==> src/rtl/mem_port_arbiter.sv <==
`default_nettype none
// ============================================================================
//  Module      : mem_port_arbiter
//  Description : Shares one memory port between instruction fetch and
//                load/store. LSU has fixed priority, bounded by an
//                anti-starvation counter. One transaction is outstanding at a
//                time, and a timeout forces an error completion.
//  Revision    : 1.0 - initial release
// ============================================================================
module mem_port_arbiter #(
    parameter int STARVE_MAX  = 4,
    parameter int TIMEOUT_CYC = 255,
    parameter int CNT_W       = 8
) (
    input  logic        clk,
    input  logic        rst_n,

    input  logic        ifu_req_valid,
    output logic        ifu_req_ready,
    input  logic [31:0] ifu_addr,
    output logic        ifu_rsp_valid,
    output logic        ifu_rsp_err,
    output logic [31:0] ifu_rdata,

    input  logic        lsu_req_valid,
    output logic        lsu_req_ready,
    input  logic [31:0] lsu_addr,
    input  logic        lsu_wen,
    input  logic [3:0]  lsu_wmask,
    input  logic [31:0] lsu_wdata,
    output logic        lsu_rsp_valid,
    output logic        lsu_rsp_err,
    output logic [31:0] lsu_rdata,

    output logic        mem_req_valid,
    input  logic        mem_req_ready,
    output logic [31:0] mem_addr,
    output logic        mem_wen,
    output logic [3:0]  mem_wmask,
    output logic [31:0] mem_wdata,
    input  logic        mem_rsp_valid,
    input  logic [31:0] mem_rdata,

    output logic        busy
);

    localparam int               c_sw         = (STARVE_MAX > 0) ? $clog2(STARVE_MAX + 1) : 1;
    localparam logic [c_sw-1:0]  c_starve_max = c_sw'(STARVE_MAX);
    localparam logic [CNT_W-1:0] c_tmo_last   = (TIMEOUT_CYC == 0) ? '0 : CNT_W'(TIMEOUT_CYC - 1);
    localparam logic             c_tmo_en     = (TIMEOUT_CYC != 0);

    typedef enum logic [1:0] {
        IDLE = 2'd0,
        REQ  = 2'd1,
        RSP  = 2'd2
    } state_t;

    state_t            state_q,         state_d;
    logic              owner_lsu_q,     owner_lsu_d;
    logic [c_sw-1:0]   starve_cnt_q,    starve_cnt_d;
    logic [CNT_W-1:0]  tmo_cnt_q,       tmo_cnt_d;
    logic              mem_req_valid_q, mem_req_valid_d;
    logic [31:0]       mem_addr_q,      mem_addr_d;
    logic              mem_wen_q,       mem_wen_d;
    logic [3:0]        mem_wmask_q,     mem_wmask_d;
    logic [31:0]       mem_wdata_q,     mem_wdata_d;
    logic              busy_q,          busy_d;

    logic w_lsu_win;
    logic w_ifu_win;
    logic w_idle;
    logic w_in_flight;
    logic w_complete;
    logic w_timeout;
    logic w_rsp;

    // Arbitration: LSU first, except when the fetch side has been passed over too often.
    always_comb begin
        w_lsu_win     = lsu_req_valid && !((starve_cnt_q == c_starve_max) && ifu_req_valid);
        w_ifu_win     = ifu_req_valid && !w_lsu_win;
        w_idle        = (state_q == IDLE) && rst_n;
        ifu_req_ready = w_idle && w_ifu_win;
        lsu_req_ready = w_idle && w_lsu_win;
    end

    always_comb begin
        w_in_flight = (state_q == REQ) || (state_q == RSP);
        w_complete  = (state_q == RSP) && mem_rsp_valid;
        // A real completion always beats an expiring timeout in the same cycle.
        w_timeout   = c_tmo_en && w_in_flight && (tmo_cnt_q == c_tmo_last) && !w_complete;
        w_rsp       = w_complete || w_timeout;
    end

    always_comb begin
        ifu_rsp_valid = w_rsp && !owner_lsu_q;
        ifu_rsp_err   = w_timeout && !owner_lsu_q;
        ifu_rdata     = (w_complete && !owner_lsu_q) ? mem_rdata : 32'h0;
        lsu_rsp_valid = w_rsp && owner_lsu_q;
        lsu_rsp_err   = w_timeout && owner_lsu_q;
        lsu_rdata     = (w_complete && owner_lsu_q) ? mem_rdata : 32'h0;
    end

    always_comb begin
        state_d      = state_q;
        owner_lsu_d  = owner_lsu_q;
        starve_cnt_d = starve_cnt_q;
        tmo_cnt_d    = tmo_cnt_q;
        mem_addr_d   = mem_addr_q;
        mem_wen_d    = mem_wen_q;
        mem_wmask_d  = mem_wmask_q;
        mem_wdata_d  = mem_wdata_q;

        case (state_q)
            IDLE: begin
                if (w_lsu_win || w_ifu_win) begin
                    state_d     = REQ;
                    owner_lsu_d = w_lsu_win;
                    tmo_cnt_d   = '0;
                    if (w_lsu_win) begin
                        mem_addr_d  = lsu_addr;
                        mem_wen_d   = lsu_wen;
                        mem_wmask_d = lsu_wmask;
                        mem_wdata_d = lsu_wdata;
                    end else begin
                        mem_addr_d  = ifu_addr;
                        mem_wen_d   = 1'b0;
                        mem_wmask_d = 4'h0;
                        mem_wdata_d = 32'h0;
                    end
                    if (w_lsu_win && ifu_req_valid) begin
                        if (starve_cnt_q != c_starve_max) begin
                            starve_cnt_d = starve_cnt_q + c_sw'(1);
                        end
                    end else begin
                        starve_cnt_d = '0;
                    end
                end
            end
            REQ: begin
                tmo_cnt_d = tmo_cnt_q + CNT_W'(1);
                if (w_timeout) begin
                    state_d = IDLE;
                end else if (mem_req_ready) begin
                    state_d = RSP;
                end
            end
            RSP: begin
                tmo_cnt_d = tmo_cnt_q + CNT_W'(1);
                if (w_rsp) begin
                    state_d = IDLE;
                end
            end
            default: begin
                state_d = IDLE;
            end
        endcase

        mem_req_valid_d = (state_d == REQ);
        busy_d          = (state_d != IDLE);
    end

    always_ff @(posedge clk or negedge rst_n) begin
        if (!rst_n) begin
            state_q         <= IDLE;
            owner_lsu_q     <= 1'b0;
            starve_cnt_q    <= '0;
            tmo_cnt_q       <= '0;
            mem_req_valid_q <= 1'b0;
            mem_addr_q      <= 32'h0;
            mem_wen_q       <= 1'b0;
            mem_wmask_q     <= 4'h0;
            mem_wdata_q     <= 32'h0;
            busy_q          <= 1'b0;
        end else begin
            state_q         <= state_d;
            owner_lsu_q     <= owner_lsu_d;
            starve_cnt_q    <= starve_cnt_d;
            tmo_cnt_q       <= tmo_cnt_d;
            mem_req_valid_q <= mem_req_valid_d;
            mem_addr_q      <= mem_addr_d;
            mem_wen_q       <= mem_wen_d;
            mem_wmask_q     <= mem_wmask_d;
            mem_wdata_q     <= mem_wdata_d;
            busy_q          <= busy_d;
        end
    end

    assign mem_req_valid = mem_req_valid_q;
    assign mem_addr      = mem_addr_q;
    assign mem_wen       = mem_wen_q;
    assign mem_wmask     = mem_wmask_q;
    assign mem_wdata     = mem_wdata_q;
    assign busy          = busy_q;

endmodule
`default_nettype wire
==> config.mk <==
export PLATFORM = sky130hd
export DESIGN_NAME = mem_port_arbiter
export DESIGN_NICKNAME = d
export VERILOG_FILES = /design/src/rtl/mem_port_arbiter.sv
export SDC_FILE = /design/constraint.sdc
export NUM_CORES = 1
export LEC_CHECK = 0
export CAP_MARGIN = 20
export CORE_MARGIN = 4
export CORE_UTILIZATION = 36
export DETAILED_ROUTE_END_ITERATION = 8
export MAX_ROUTING_LAYER = met4
export PLACE_DENSITY = 0.81
export RECOVER_POWER = 100
export SLEW_MARGIN = 40
export SYNTH_ARGS = -nofsm -noshare
export SYNTH_HDL_FRONTEND = slang
export SYNTH_SLANG_ARGS = --single-unit
==> constraint.sdc <==
create_clock -name clk -period 2.8 [get_ports clk]
set_clock_uncertainty 0.2 [all_clocks]
set_input_delay 0.56 -clock clk [delete_from_list [all_inputs] [get_ports clk]]
set_output_delay 0.56 -clock clk [all_outputs]
set_load 0.05 [all_outputs]
# [After elaboration in Yosys (flattened, before gate mapping)]
# Index checks and enable logic that the tools add are counted.
[op_classes] n_addsub=2 mul=0 n_div=0 magnitude_cmp=0 n_eq_ne=8 n_shift=0 mux=15 bitwise=0 n_reduce_logical=30
[op_table] op="2-to-1 mux 32 bit" n=4
[op_table] op="logical AND 1 bit" n=16
[op_table] op="one-hot mux 8 bit (2 select lines)" n=1
[op_table] op="adder 8 x 1 -> 8 bit (second input constant)" n=1
[op_table] op="== test 8 bit (second input constant)" n=1
[op_table] op="2-to-1 mux 2 bit" n=4
[op_table] op="2-to-1 mux 8 bit" n=1
[op_table] op="2-to-1 mux 3 bit" n=2
[op_table] op="one-hot mux 2 bit (3 select lines)" n=1
[op_table] op="== test 2 x 1 -> 1 bit (second input constant)" n=2
[op_table] op="zero test 1 bit" n=4
[op_table] op="2-to-1 mux 4 bit" n=1
[op_table] op="inequality test 2 x 1 -> 1 bit (second input constant)" n=2
[op_table] op="AND reduction 2 bit" n=2
[op_table] op="nonzero test 2 bit" n=2
[op_table] op="adder 3 x 1 -> 3 bit (second input constant)" n=1
[op_table] op="== test 3 bit (second input constant)" n=1
[op_table] op="logical OR 1 bit" n=3
[op_table] op="inequality test 3 bit (second input constant)" n=1
[op_table] op="AND reduction 3 bit" n=1
[op_table] op="== test 2 bit (second input constant)" n=1
[op_table] op="zero test 2 bit" n=1
[op_table] op="OR reduction 2 bit" n=1
[op_table] op="2-to-1 mux 1 bit" n=1
[totals] regBits=85 latchBits=0 mem_bits_rw=0 rom_bits=0 in_bits=139 out_inout_bits=141 elab_cells=65 n_memories=0

# [Depth between registers and ports, before layout]
# Gate-level depths: netlist of the first run.
[depth] word_depth=10 ltp_mapped=7 mapped_depth_nobuf=6

# [Least setup slack after synthesis of the first run]
# No wires, ideal clock.
[synth_timing] kind="flip-flop to output port" from="register state_q[1]" to="output ifu_rsp_err" t_arrival_ns=2.527 required_ns=2.040 path_slack_ns=-0.487 stages_incl_launch_ff=6 path_buffers=1 path_cell_list="dfrtp_1 inv_1 ha_1 buf_2 nand4_1 nor4_1"
[synth_between] elab_chain_cells=5 elab_cells_between_ends=8 classes_between="2 x eq/ne; 6 x reduce/logical"
[synth_rtl] element="start, declared" line_no="58" text="state_t state_q, state_d;"
[synth_rtl] element="start signal, assigned" line_no="175" text="state_q <= state_d;"
[synth_rtl] element="== test 2 x 1 -> 1 bit / == test 2 bit (equally long branches)" line_no="87, 88"
[synth_rtl] element="logical OR 1 bit / logical AND 1 bit (equally long branches)" line_no="87, 88"
[synth_rtl] element="logical AND 1 bit / zero test 1 bit (equally long branches)" line_no="90" text="w_timeout = c_tmo_en && w_in_flight && (tmo_cnt_q == c_tmo_last) && !w_complete;"
[synth_rtl] element="logical AND 1 bit (*)" line_no="90"
[synth_rtl] element="logical AND 1 bit (*)" line_no="96" text="ifu_rsp_err = w_timeout && !owner_lsu_q;"
[synth_rtl] element="end, declared" line_no="22" text="output logic ifu_rsp_err,"
# Mark *: on every way between the ends. The rest lies on a longest branch, timed or not.

# [Worst setup path after layout of the first run]
[layout_timing] from="input rst_n" to="output ifu_req_ready"
[layout_between] elab_chain_cells=2
[layout_rtl] element="start, declared" line_no="16" text="input logic rst_n,"
[layout_rtl] element="logical AND 1 bit" line_no="81" text="w_idle = (state_q == IDLE) && rst_n;"
[layout_rtl] element="logical AND 1 bit" line_no="82" text="ifu_req_ready = w_idle && w_ifu_win;"
[layout_rtl] element="end, declared" line_no="19" text="output logic ifu_req_ready,"
# Every way passes these cells.

==> impl_metrics.ini, run 1 <==
[status]
status = finished, final reports clean

[drt]
wl_per_cell_um = 17.1
antenna_left = 0
drt_pre_antenna_iters = 4
wl_um = 14100
drtIter0Drc = 153
vias_per_cell = 4.81
drc_errors = 0
vias = 3985

[global_route]
grt_pass1_wl_um = 21400
grtUsageTotal_pct = 20.8
grt_pass1_vias = 4191
grt_max_degree = 73
grt.overflow.total = 0
antenna_found_initial = 0

[final_layout]
area_growth_pct = 94.9
nNetsFinal = 828
antenna_cells = 0
drive_gt1_share_pct = 15.3
fillCellCount = 842

[clock_network]
clock_latency_ps = 310
clock-sinks = 85
clkTransAtPathRegs_ps = 60
numCtsBuffers = 9
root_buffer = clkbuf_16
cts_setup_buffers = 0
htreeDepth = 3
clk_path_buf_depth = 2
cts_tree = built

[power]
leakage_nw = 3.63
power_density_mw_per_mm2 = 1010
peakVddDrop_uv = 717
finalPower_w = 0.00822

[die]
die_y_um = 116
die_w_um = 116
initial_core_util_pct = 36.7
num_io_pins = 280
rows = 39
coreArea_sq_mm = 0.0114
die_area_sq_mm = 0.0134

[setup_path]
crit_path_end_kind = primary output
critical_path_required_ps = 2040
critical_path_class = in2out
worstPathMaxFanout = 6
worstPathArrival_ps = 1940
startpoint_type = input pin

[synth]
synth-async-reset-ratio_pct = 100
ys_seq_elements = 85
synth_top_area_share_pct = 50.9
synth_warnings = 0
synth_area_sq_mm = 0.00418
synth_area_leaders = dfrtp_1 (51%), and2_1 (9.9%), a22o_1 (7.8%)
ys_types = 39
ys_seq_area_share_pct = 50.9
synth_ff_type = dfrtp_1
avgSynthCellArea_sq_um = 10.3
yosysTopAreaCell = dfrtp_1
syn_nets = 551
synth_edf_count = 0
netlist_instances = 404

[place]
gp_congestion = 0.854
dp_hpwl_um = 11700
portBuffers = 279

[sta]
tns_ps = 0
tightest_slew_ps = 1060
period_share_pct = 96.4
max_freq_mhz = 370
fin_crit_ps = 2700
relSlewSlack_pct = 29.6
setup_violations = 0
slew_viol_final = 0
rsz0062_at_grt = false
hold_violations = 0

[min_path]
hp-class = reg2reg

[job]
drv_cap = 0
-- cells by family (layout without fill, tap and decap cells) --
group | count (synthesis) | in the layout | share of synthesized area (%)
buf+inv | 34 | 316 | 3.53
fa+ha+maj | 8 | 8 | 2.40
flops | 85 | 85 | 50.9
compound gates | 92 | 92 | 15.2
simple gates | 148 | 148 | 19.2
mux | 33 | 33 | 7.94
xor+xnor | 4 | 4 | 0.839
-- critical path, cell delays in order --
cell,delay [ps]
dlygate4sd3_1,520
clkbuf_1,350
nand3_1,130
nor2_1,90
buf_2,280
-- power by group --
part           internal [W]  switching [W]
Clock              0.000963       0.000446
Combinational       0.00163        0.00309
Sequential          0.00177       0.000320
Total               0.00436        0.00385
-- synth_stat cells (3+ instances only) --
cell      count
dfrtp_1      85
nor4_1        3
a21oi_1       5
and2_1       66
ha_1          8
nor2b_1       5
nor2_1       13
and3_1        4
inv_1         6
nand4_1       3
mux2i_1      32
nand2_1      41
buf_2         7
nand3_1       5
xnor2_1       3
clkbuf_1     18
o21ai_0      39
a22o_1       37
-- registers in the layout (all words and copies together) (netlist names) --
name and flops:
busy 1, mem_addr 32, mem_req_valid 1, mem_wdata 32, mem_wen 1, mem_wmask 4
owner_lsu_q 1, starve_cnt_q 3, state_q 2, tmo_cnt_q 8
-- repair_timing --
item / in CTS / in global routing
hold buffers: 1 / 0
endpoints found under the hold margin: 2 / 0
setup endpoints to repair: 0 / 8
resized for setup: 0 / 3
-- layout make-up --
class                      count  area, sq um  area share [%]
tap                          143          179            2.20
multi-input combinational    285         1900            23.3
sequential                    85         2130            26.1
inverter                       6         22.5           0.277
timing repair buffer         294         3550            43.6
clock buffer                  10          229            2.81
clock inverter                 6          134            1.64
-- final timing paths --
path | startpoint | endpoint | slack, ps | cells after the start
max | rst_n | ifu_req_ready | 100 | 5
min | mem_addr[4] | mem_addr[4] | 270 | 2
max reg2reg | state_q[1] | tmo_cnt_q[6] | 300 | 7
min reg2reg | mem_addr[4] | mem_addr[4] | 270 | 2
max in group asynchronous | rst_n | mem_addr[2] | 530 | 3
min in group asynchronous | rst_n | busy | 500 | 2
-- layer usage --
metal / vias up / wire, um / track usage, %
li1: 1957 / - / -
met1: 1868 / 5780 / 25.8
met2: 142 / 7320 / 35.8
met3: 18 / 789 / 3.55
met4: 0 / 247 / 4.87
met5: - / 0 / -
-- stage by stage --
stage / util, % / cells / area [sq um] / worst slack, ps / hold WS, ps
final: 71.6 / 829 / 8140 / 99.4 / 274
after detailed placement: 69.4 / 812 / 7890 / 124 / 184
after CTS: 72.7 / 829 / 8270 / 81.0 / 283
after global placement: 69.4 / 812 / 7890 / 169 / 184
after global routing: 71.6 / 829 / 8140 / 17.7 / 303
after floorplan: - / 404 / 4180 / 73.0 / 64.4
-- cell usage in the layout (no fill, tap or decap), drive strengths merged, types with 5 or more instances in the layout --
master / Yosys / layout
nor2: 13 / 13
ha: 8 / 8
buf: 10 / 76
dlygate4sd3: 0 / 72
clkdlybuf4s50: 0 / 137
clkbuf: 18 / 19
and2: 66 / 66
o21ai: 40 / 40
nand3: 5 / 5
inv: 6 / 7
a22o: 37 / 37
mux2i: 32 / 32
nand2: 41 / 41
nor2b: 5 / 5
a21oi: 5 / 5
dfrtp: 85 / 85
No activity file was read; power rests on OpenSTA's default activity.
==> run 2, diff against run 1 <==
--- a/config.mk
+++ b/config.mk
@@ -6,11 +6,14 @@
 export NUM_CORES = 1
 export LEC_CHECK = 0
 export CAP_MARGIN = 20
+export CELL_PAD_IN_SITES_DETAIL_PLACEMENT = 0
+export CELL_PAD_IN_SITES_GLOBAL_PLACEMENT = 1
+export CORE_ASPECT_RATIO = 2
 export CORE_MARGIN = 4
-export CORE_UTILIZATION = 36
+export CORE_UTILIZATION = 26
 export DETAILED_ROUTE_END_ITERATION = 8
 export MAX_ROUTING_LAYER = met4
-export PLACE_DENSITY = 0.81
+export PLACE_DENSITY_LB_ADDON = 0.1
 export RECOVER_POWER = 100
 export SLEW_MARGIN = 40
 export SYNTH_ARGS = -nofsm -noshare
==> impl_metrics.ini, run 2 (same netlist as run 1, synthesis figures left out) <==
[final_layout]
final_common_cell = clkdlybuf4s50_1
antenna_cells = 0
nNetsFinal = 826
layout_common_cells = clkdlybuf4s50_1 (136), dfrtp_1 (85), dlygate4sd3_1 (73)
fin_util_pct = 51.5
drive_gt1_share_pct = 15.1
area_growth_pct = 94.6

[setup_path]
cp.buffers_inverters = 3
worstPathMaxFanout = 32
cpMaxStageDelayCell = clkdlybuf4s50_1
max_stage_delay_ps = 530
cp_cell_sequence = clkdlybuf4s50_1 > and3_1 > clkbuf_4 > and2_0 > buf_12
crit_path_end_kind = primary output
critical_path_class = in2out
critPathTopFamily = buffers and inverters
critical_path_required_ps = 2040
worstPathArrival_ps = 1970
startpoint_type = input pin

[place]
dp_hpwl_um = 12800
gp_congestion = 0.852
portBuffers = 279

[sta]
slew_viol_final = 0
max_freq_mhz = 366
setup_violations = 0
hold_violations = 0
fin_crit_ps = 2730
tns_ps = 0
relSlewSlack_pct = 27.4
tightest_slew_ps = 1090
rsz0062_at_grt = true
period_share_pct = 97.5

[drt]
vias = 4051
wl_per_cell_um = 17.6
drt_pre_antenna_iters = 4
drtIter0Drc = 122
wl_um = 15600
drc_errors = 0
vias_per_cell = 4.58
antenna_left = 0

[die]
num_io_pins = 280
die_area_sq_mm = 0.0183
coreArea_sq_mm = 0.0158
die_y_um = 187
initial_core_util_pct = 26.5
die_w_um = 97.6
rows = 65

[clock_network]
cts_setup_buffers = 0
clkTransAtPathRegs_ps = 60
clock_latency_ps = 340
cts_tree = built
htreeDepth = 3
numCtsBuffers = 9
root_buffer = clkbuf_16
clk_path_buf_depth = 2
clock-sinks = 85

[global_route]
grt.overflow.total = 0
grt_pass1_wl_um = 24500
grt_max_degree = 66
grtUsageTotal_pct = 17.4
antenna_found_initial = 0
grt_pass1_vias = 4441

[power]
peakVddDrop_uv = 709
power_density_mw_per_mm2 = 986
leakage_nw = 3.56

[min_path]
hp-class = reg2reg

[job]
drv_cap = 0

[status]
status = finished, final reports clean
## run 2: repair_timing
action                                 CTS  global route
hold buffers                             1             0
endpoints found under the hold margin   20             0
setup endpoints to repair                0             2
gates resized for setup                  0             3
## run 2: per-stage QoR
| stage | total power [W] | hold WS, ps | instances | setup WS, ps | cell area (sq um) |
|---|---|---|---|---|---|
| after floorplan | 0.00518 | 64.4 | 404 | 73.0 | 4180 |
| after detailed placement | 0.00719 | 270 | 868 | 128 | 7950 |
| after global routing | 0.00849 | 313 | 885 | -16.8 | 8130 |
| after CTS | 0.00842 | 284 | 885 | 38.4 | 8250 |
| final | 0.00802 | 270 | 885 | 70.6 | 8130 |
| after global placement | 0.00713 | 266 | 868 | 190 | 7950 |
## run 2: final timing paths
check                           startpoint      endpoint  slack (ps)  cells past startpoint
max reg2reg                starve_cnt_q[0]  mem_addr[29]         340                      7
max in group asynchronous            rst_n  mem_addr[19]         670                      3
min reg2reg                    mem_addr[8]   mem_addr[8]         270                      2
max                          mem_rsp_valid  lsu_rdata[7]          70                      5
min in group asynchronous            rst_n  tmo_cnt_q[0]         480                      2
min                            mem_addr[8]   mem_addr[8]         270                      2
## run 2: metal layers
metal | routed length, um | track usage [%]
met1 | 5830 | 18.1
met2 | 8510 | 32.2
met3 | 1070 | 4.18
met4 | 154 | 4.64
met5 | 0 | -
## run 2: worst register-to-register path, delay by kind of cell (launching register included)
family / cells / cell delay, ps
buf+inv: 2 / 890
flops: 1 / 410
mux: 1 / 380
simple gates: 2 / 200
fa+ha+maj: 1 / 140
compound gates: 1 / 120
## run 2: area by class of cell
| type | count | area, sq um |
|---|---|---|
| clock buffers | 10 | 229 |
| multi-input cells | 285 | 1900 |
| repair buffers | 292 | 3530 |
| flip-flops and latches | 85 | 2130 |
| clock inverters | 6 | 62.6 |
| well taps | 201 | 251 |
| fillers | 1440 | 7650 |
| inverters | 6 | 22.5 |
## run 2: power by group
part	switching, W	internal, W
clock network	0.000497	0.000692
logic	0.00314	0.00162
registers	0.000306	0.00177
